### config.mk
export PLATFORM = sky130hd
export DESIGN_NAME = load_store_unit
export DESIGN_NICKNAME = d
export VERILOG_FILES = /design/src/rtl/load_store_unit.sv
export SDC_FILE = /design/constraint.sdc
export NUM_CORES = 1
export LEC_CHECK = 0
export CORE_AREA = 2 2 149 209
export CTS_CLUSTER_DIAMETER = 120
export DETAILED_ROUTE_END_ITERATION = 8
export DIE_AREA = 0 0 151 211
export HOLD_SLACK_MARGIN = 0.06
export PLACE_DENSITY_LB_ADDON = 0.2
export SYNTH_ARGS = -nofsm -noshare
export SYNTH_HDL_FRONTEND = slang
export SYNTH_SLANG_ARGS = --single-unit
### constraint.sdc
create_clock -name clk -period 1.8 [get_ports clk]
set_clock_uncertainty 0.05 [all_clocks]
set_input_delay 0.18 -clock clk [delete_from_list [all_inputs] [get_ports clk]]
set_output_delay 0.18 -clock clk [all_outputs]
set_load 0.01 [all_outputs]
### src/rtl/load_store_unit.sv
// RV64 load/store unit driving a doubleword-wide data memory.
// Sub-doubleword stores use read-modify-write, so data_mem only ever sees whole 64-bit writes.
module load_store_unit #(
  parameter int XLEN = 64
) (
  input  logic            clk,
  input  logic            rst,
  input  logic            req_valid,
  output logic            req_ready,
  input  logic            req_is_store,
  input  logic [2:0]      req_funct3,
  input  logic [XLEN-1:0] req_addr,
  input  logic [XLEN-1:0] req_wdata,
  output logic            resp_valid,
  output logic [XLEN-1:0] resp_rdata,
  output logic            resp_misaligned,
  output logic            resp_illegal,
  output logic            mem_wrt_en,
  output logic [XLEN-1:0] mem_address,
  output logic [XLEN-1:0] mem_write_data,
  input  logic [XLEN-1:0] mem_read_data
);

  typedef enum logic [1:0] {IDLE, RD, WR, RESP} state_t;

  state_t          state;
  logic            is_store_q;
  logic [2:0]      funct3_q;
  logic [XLEN-1:0] addr_q;
  logic [XLEN-1:0] wdata_q;
  logic [XLEN-1:0] buf_q;
  logic            misaligned_q;
  logic            illegal_q;

  // Request decode, only consumed on the accepting edge.
  logic       req_illegal;
  logic       req_misaligned;
  logic [2:0] req_align_mask;

  always_comb begin
    req_illegal    = req_is_store ? req_funct3[2] : (req_funct3 == 3'b111);
    req_align_mask = 3'((4'd1 << req_funct3[1:0]) - 4'd1);
    req_misaligned = !req_illegal && |(req_addr[2:0] & req_align_mask);
  end

  // NOTE: every register here uses non-blocking assignment so all state updates
  // on the same edge see pre-edge values; buf_q is a plain register and is reset like the rest.
  always_ff @(posedge clk) begin
    if (rst) begin
      state        <= IDLE;
      is_store_q   <= 1'b0;
      funct3_q     <= 3'b000;
      addr_q       <= '0;
      wdata_q      <= '0;
      buf_q        <= '0;
      misaligned_q <= 1'b0;
      illegal_q    <= 1'b0;
    end else begin
      case (state)
        IDLE: begin
          if (req_valid) begin
            is_store_q   <= req_is_store;
            funct3_q     <= req_funct3;
            addr_q       <= req_addr;
            wdata_q      <= req_wdata;
            misaligned_q <= req_misaligned;
            illegal_q    <= req_illegal;
            if (req_illegal || req_misaligned)
              state <= RESP;
            else if (req_is_store && req_funct3[1:0] == 2'b11)
              state <= WR;
            else
              state <= RD;
          end
        end
        RD: begin
          buf_q <= mem_read_data;
          state <= is_store_q ? WR : RESP;
        end
        WR:      state <= RESP;
        RESP:    state <= IDLE;
        default: state <= IDLE;
      endcase
    end
  end

  // Lane selection shared by the store merge and the load extraction.
  logic [2:0]      offset;
  logic [7:0]      size_lanes;
  logic [7:0]      lane_mask;
  logic [XLEN-1:0] byte_mask;
  logic [XLEN-1:0] wdata_shifted;
  logic [XLEN-1:0] merged;
  logic [XLEN-1:0] rd_shifted;
  logic [XLEN-1:0] load_result;

  // NOTE: each combinational output gets a default before any branch so no latch is inferred.
  always_comb begin
    offset = addr_q[2:0];
    case (funct3_q[1:0])
      2'b00:   size_lanes = 8'h01;
      2'b01:   size_lanes = 8'h03;
      2'b10:   size_lanes = 8'h0F;
      default: size_lanes = 8'hFF;
    endcase
    lane_mask = size_lanes << offset;
    byte_mask = '0;
    for (int i = 0; i < 8; i++)
      byte_mask[8*i +: 8] = {8{lane_mask[i]}};
    wdata_shifted = wdata_q << {offset, 3'b000};
    merged        = (buf_q & ~byte_mask) | (wdata_shifted & byte_mask);

    rd_shifted = buf_q >> {offset, 3'b000};
    case (funct3_q)
      3'b000:  load_result = {{(XLEN-8){rd_shifted[7]}},   rd_shifted[7:0]};
      3'b001:  load_result = {{(XLEN-16){rd_shifted[15]}}, rd_shifted[15:0]};
      3'b010:  load_result = {{(XLEN-32){rd_shifted[31]}}, rd_shifted[31:0]};
      3'b011:  load_result = rd_shifted;
      3'b100:  load_result = {{(XLEN-8){1'b0}},  rd_shifted[7:0]};
      3'b101:  load_result = {{(XLEN-16){1'b0}}, rd_shifted[15:0]};
      3'b110:  load_result = {{(XLEN-32){1'b0}}, rd_shifted[31:0]};
      default: load_result = '0;
    endcase
  end

  // Outputs decode from state and latched fields only; rst forces them all low.
  always_comb begin
    req_ready       = 1'b0;
    mem_wrt_en      = 1'b0;
    mem_address     = '0;
    mem_write_data  = '0;
    resp_valid      = 1'b0;
    resp_rdata      = '0;
    resp_misaligned = 1'b0;
    resp_illegal    = 1'b0;
    if (!rst) begin
      req_ready = (state == IDLE);
      if (state != IDLE)
        mem_address = {addr_q[XLEN-1:3], 3'b000};
      if (state == WR) begin
        mem_wrt_en     = 1'b1;
        mem_write_data = merged;
      end
      if (state == RESP) begin
        resp_valid      = 1'b1;
        resp_misaligned = misaligned_q;
        resp_illegal    = illegal_q;
        if (!is_store_q && !misaligned_q && !illegal_q)
          resp_rdata = load_result;
      end
    end
  end

endmodule

Word level (Yosys, flattened, before mapping)
Cells that the tools add are included.

word-level totals
  flip-flop bits (word level) = 200
  bits of input ports = 199
  output and inout port bits = 197
  logic and storage cells = 71

cells by class
  add/subtract/negate cells = 1
  equal/unequal tests = 14
  shift operators = 4
  muxes and demuxes = 24
  bitwise operators = 5
  reductions and logical operators = 15

operators with widths
  operator                                              number
  two-way mux 64 bit                                    7
  one-hot mux 64 bit (7 select lines)                   1
  bitwise AND 64 bit                                    2
  inverter 64 bit                                       1
  bitwise OR 64 bit                                     1
  left shift 64 x 6 -> 64 bit                           1
  right shift 64 x 6 -> 64 bit                          1
  one-hot mux 8 bit (3 select lines)                    1
  equality test 3 bit (second input constant)           4
  two-way mux 1 bit                                     11
  equality test 2 bit (second input constant)           4
  one-hot mux 2 bit (4 select lines)                    1
  left shift 8 x 3 -> 8 bit                             1
  equality test 3 x 2 -> 1 bit (second input constant)  2
  two-way mux 2 bit                                     3
  equality test 2 x 1 -> 1 bit (second input constant)  2
  logical AND 1 bit                                     4
  logical NOT 1 bit                                     4
  logical NOT 2 bit                                     2
  bitwise AND 3 bit                                     1
  equality test 3 x 1 -> 1 bit (second input constant)  1
  logical NOT 3 bit                                     1
  OR reduction 3 bit                                    1
  left shift 1 x 2 -> 3 bit (first input constant)      1
  other kinds (5)                                       5

Depth between registers and ports, before layout
  depth after elaboration = 9
  depth in mapped cells = 9
  gate-level depth less buffers = 6

Worst setup path before layout
OpenSTA, ideal clock, no wires.

  path kind = reg-to-output
  from = register addr_q[1]
  to = output mem_write_data[63]
  arrival = 1700 ps
  data required time = 1570 ps
  path slack = -130 ps
  cell stages (with the launch flop) = 9
  buffers on the path = 4
  cells stage by stage = dfxtp_1 > buf_6 > buf_12 > buf_8 > o21a_1 > nor2_1 > nor2_4 > buf_4 > a311oi_1

between the ends
  word-level cells in the longest chain between the ends = 6
  elaborated cells on any way between the ends = 8
  those cells by class = 2 x shift; 2 x mux; 4 x bitwise

RTL lines
  item                                                                 line  RTL
  start, declared                                                      29    logic [XLEN-1:0] addr_q;
  start signal, assigned                                               64    addr_q <= req_addr;
  branches (longest 3 deep; another with left shift 64 x 6 -> 64 bit)  --
  bitwise OR 64 bit *                                                  111   merged = (buf_q & ~byte_mask) | (wdata_shifted & byte_mask);
  two-way mux 64 bit *                                                 140   if (state == WR) begin
  two-way mux 64 bit *                                                 136   if (!rst) begin
  end, declared                                                        20    output logic [XLEN-1:0] mem_write_data,

Every way passes the cells marked *.

Worst setup path after layout
  from = register addr_q[1]
  to = output mem_write_data[33]

Same word-level chain as after synthesis.

==> flow_summary.toml <==
[cells_and_area]
fin_nets = 2401
fillCellCount = 2537
diodes = 0
mostFrequentLayoutCells = "nand2_1 (323), buf_4 (262), clkdlybuf4s50_1 (258)"
multi_input_area_um2 = 8500
drive_above_1_share_pct = 30.8
regArea_um2 = 4020
final_common_cell = "nand2_1"
syn_to_final_growth_pct = 60.9

[die]
initial_core_util_pct = 42.7
fp.dieH_um = 211
top_level_ports = 396
fp.dieW_um = 151
coreArea_um2 = 29800
rows = 75
die-area_um2 = 31900

[synthesis]
yosysWarnings = 0
synth.distinct_cells = 59
synth-seq-cells = 200
syn_area_um2 = 12700
syn_inst = 1599
async_flop_share_pct = 0
synth.top_cell.area_share_pct = 31.4
synth_flop_cell = "dfxtp_1"
synth_edf_count = 0
synth_top_cell_by_area = "dfxtp_1"
synth_area_leaders = "dfxtp_1 (31%), mux2i_1 (14%), nand2_1 (9.7%)"
avgSynthCellArea_um2 = 7.96
ys_seq_area_share_pct = 31.4

[detailed_routing]
drtIter0Drc = 1023
vias_per_cell = 5.45
ant_nets = 0
vias = 14200
wl_um = 57300
post_drt_wl_per_cell_um = 22.1
drtPass1Iterations = 7
drc = 0

[global_route]
grt_antenna_before_repair = 0
grt_pass1_wl_um = 84100
grt_overflow_total = 0
grt_start_max_net_pins = 101
globalRouteTotalUtil_pct = 35.4
grt_pass1_vias = 14200

[min_path]
hold_start = "req_addr[24]"
hp-class = "input pin to flip-flop"

[clock_network]
h-tree-depth = 4
clock-sinks = 200
cts_made_buffers = 17
clockBufferDepth = 2
tritoncts = "built"
clkLatencyLatePin_ps = 450
hold_buffers = 0
path_clk_slew_ps = 80
root_buffer = "clkbuf_16"

[power]
p_per_area_nw_per_um2 = 1150
totalPowerFinal_w = 0.0236
power_leakage_nw = 8.25
ir_drop_uv = 839

[sta]
min_period_over_period_pct = 155
fin_crit_ps = 2790
relSlewSlack_pct = 25.4
slew_violations = 0
hold_violations = 0
finalWorstSetupSlack_ps = -988
finalSetupViolations = 202
setup_tns_ps = -137280
max_freq_ghz = 0.359
rsz0062_at_grt = "true"
worstMarginPinSlew_ps = 1120

[critical_path]
crit_slowest_cell = "dfxtp_4"
setup.worst_path.start_class = "flip-flop"
timing.critical_path.mode_cell = "mux2i_1"
crit_arrival_ps = 2560
crit_type = "flip-flop to output pin"
crit_chain = "buf_12 > bufbuf_16 > mux2i_1 > mux2i_1 > a222oi_1 > nor2_1 > dlygate4sd2_1"
crit_start = "addr_q[1]"
rrSetupSlack_ps = -70
end_kind = "output pin"
path_max_fanout = 7
r2r_start = "state[1]"
slowest_delay_ps = 410
required_ps = 1570

[outcome]
outcome = "complete, but fails checks"
failed_checks = "negative setup slack"

[placement]
place_hpwl_um = 44000
gp_congestion = 0.986
place_ws_ps = -1010
port_buffers = 392

[job]
drv_cap = 0
-- cell families (layout without fill, tap and decap cells) --
family / Yosys count / count (layout) / share of synthesized area (%)
flip-flops: 200 / 200 / 31.4
AO/OA/AOI/OAI: 353 / 353 / 17.2
multiplexers: 237 / 237 / 21.3
AND/OR/NAND/NOR: 651 / 651 / 22.7
adder cells (fa/ha/maj): 4 / 4 / 0.393
other: 1 / 3 / 0.0295
buffers and inverters: 153 / 763 / 6.90
-- synth_stat cells, types with 17 or more instances --
cell type / number
nor2b_1: 30
dfxtp_1: 200
mux4_2: 23
buf_6: 17
buf_2: 25
a21oi_1: 197
mux2i_1: 174
nor2_1: 181
mux2_2: 27
a21oi_2: 30
clkbuf_1: 72
and2_1: 65
a211oi_1: 43
nand2_1: 328
-- timing repair --
item | 4_1_cts | 5_1_grt
endpoints found under the setup margin | 196 | 237
cloned | 9 | 3
setup buffers | 23 | 16
gates resized for setup | 356 | 152
pin swaps | 32 | 32
-- stage by stage --
| step | cell area (µm²) | hold WS (ps) | instances | util [%] |
|---|---|---|---|---|
| after floorplan | 12900 | 258 | 1601 | - |
| after global placement | 19000 | 387 | 2518 | 63.8 |
| after detailed placement | 19000 | 393 | 2518 | 63.8 |
| after CTS | 20200 | 195 | 2582 | 67.8 |
| after global routing | 20500 | 216 | 2596 | 68.6 |
| final | 20500 | 207 | 2596 | 68.6 |
-- final cells by class --
class | instances | area share, %
Sequential cell | 200 | 19.6
Multi-Input combinational cell | 1248 | 41.5
Clock inverter | 13 | 0.910
Inverter | 6 | 0.110
Tap cell | 385 | 2.35
Clock buffer | 19 | 2.22
Timing Repair Buffer | 725 | 33.3
-- worst max-delay path, delay by kind of cell (launching register included) --
family          cells  cell delay, ps
compound gates      1             400
buf+inv             3             760
flops               1             410
mux                 2             370
simple gates        1             160
-- report_power, final --
part / switching [W] / internal [W]
clock network: 0.00192 / 0.00232
logic: 0.00661 / 0.00646
registers: 0.000969 / 0.00536
-- flip-flops by register name (all words and copies together) (netlist names) --
register	count
funct3_q	3
illegal_q	1
buf_q	64
addr_q	64
misaligned_q	1
is_store_q	1
state	2
wdata_q	64
-- path summary, 6_finish.rpt --
kind | endpoint | cells after the start
setup reg to reg | wdata_q[7] | 8
setup / recovery | mem_write_data[33] | 7
hold reg to reg | addr_q[5] | 2
hold / removal | addr_q[24] | 3
-- routing by layer --
metal  up-vias  part of all wire (%)  wire [µm]  GRT usage [%]
li1       6690                     -          -              -
met1      6625                    36      20500           38.1
met2       637                    48      27500           59.8
met3       201                   6.6       3760           6.29
met4         0                   9.5       5470           29.1
met5         -                     0          0              0
(Power assumes the default switching activity.)
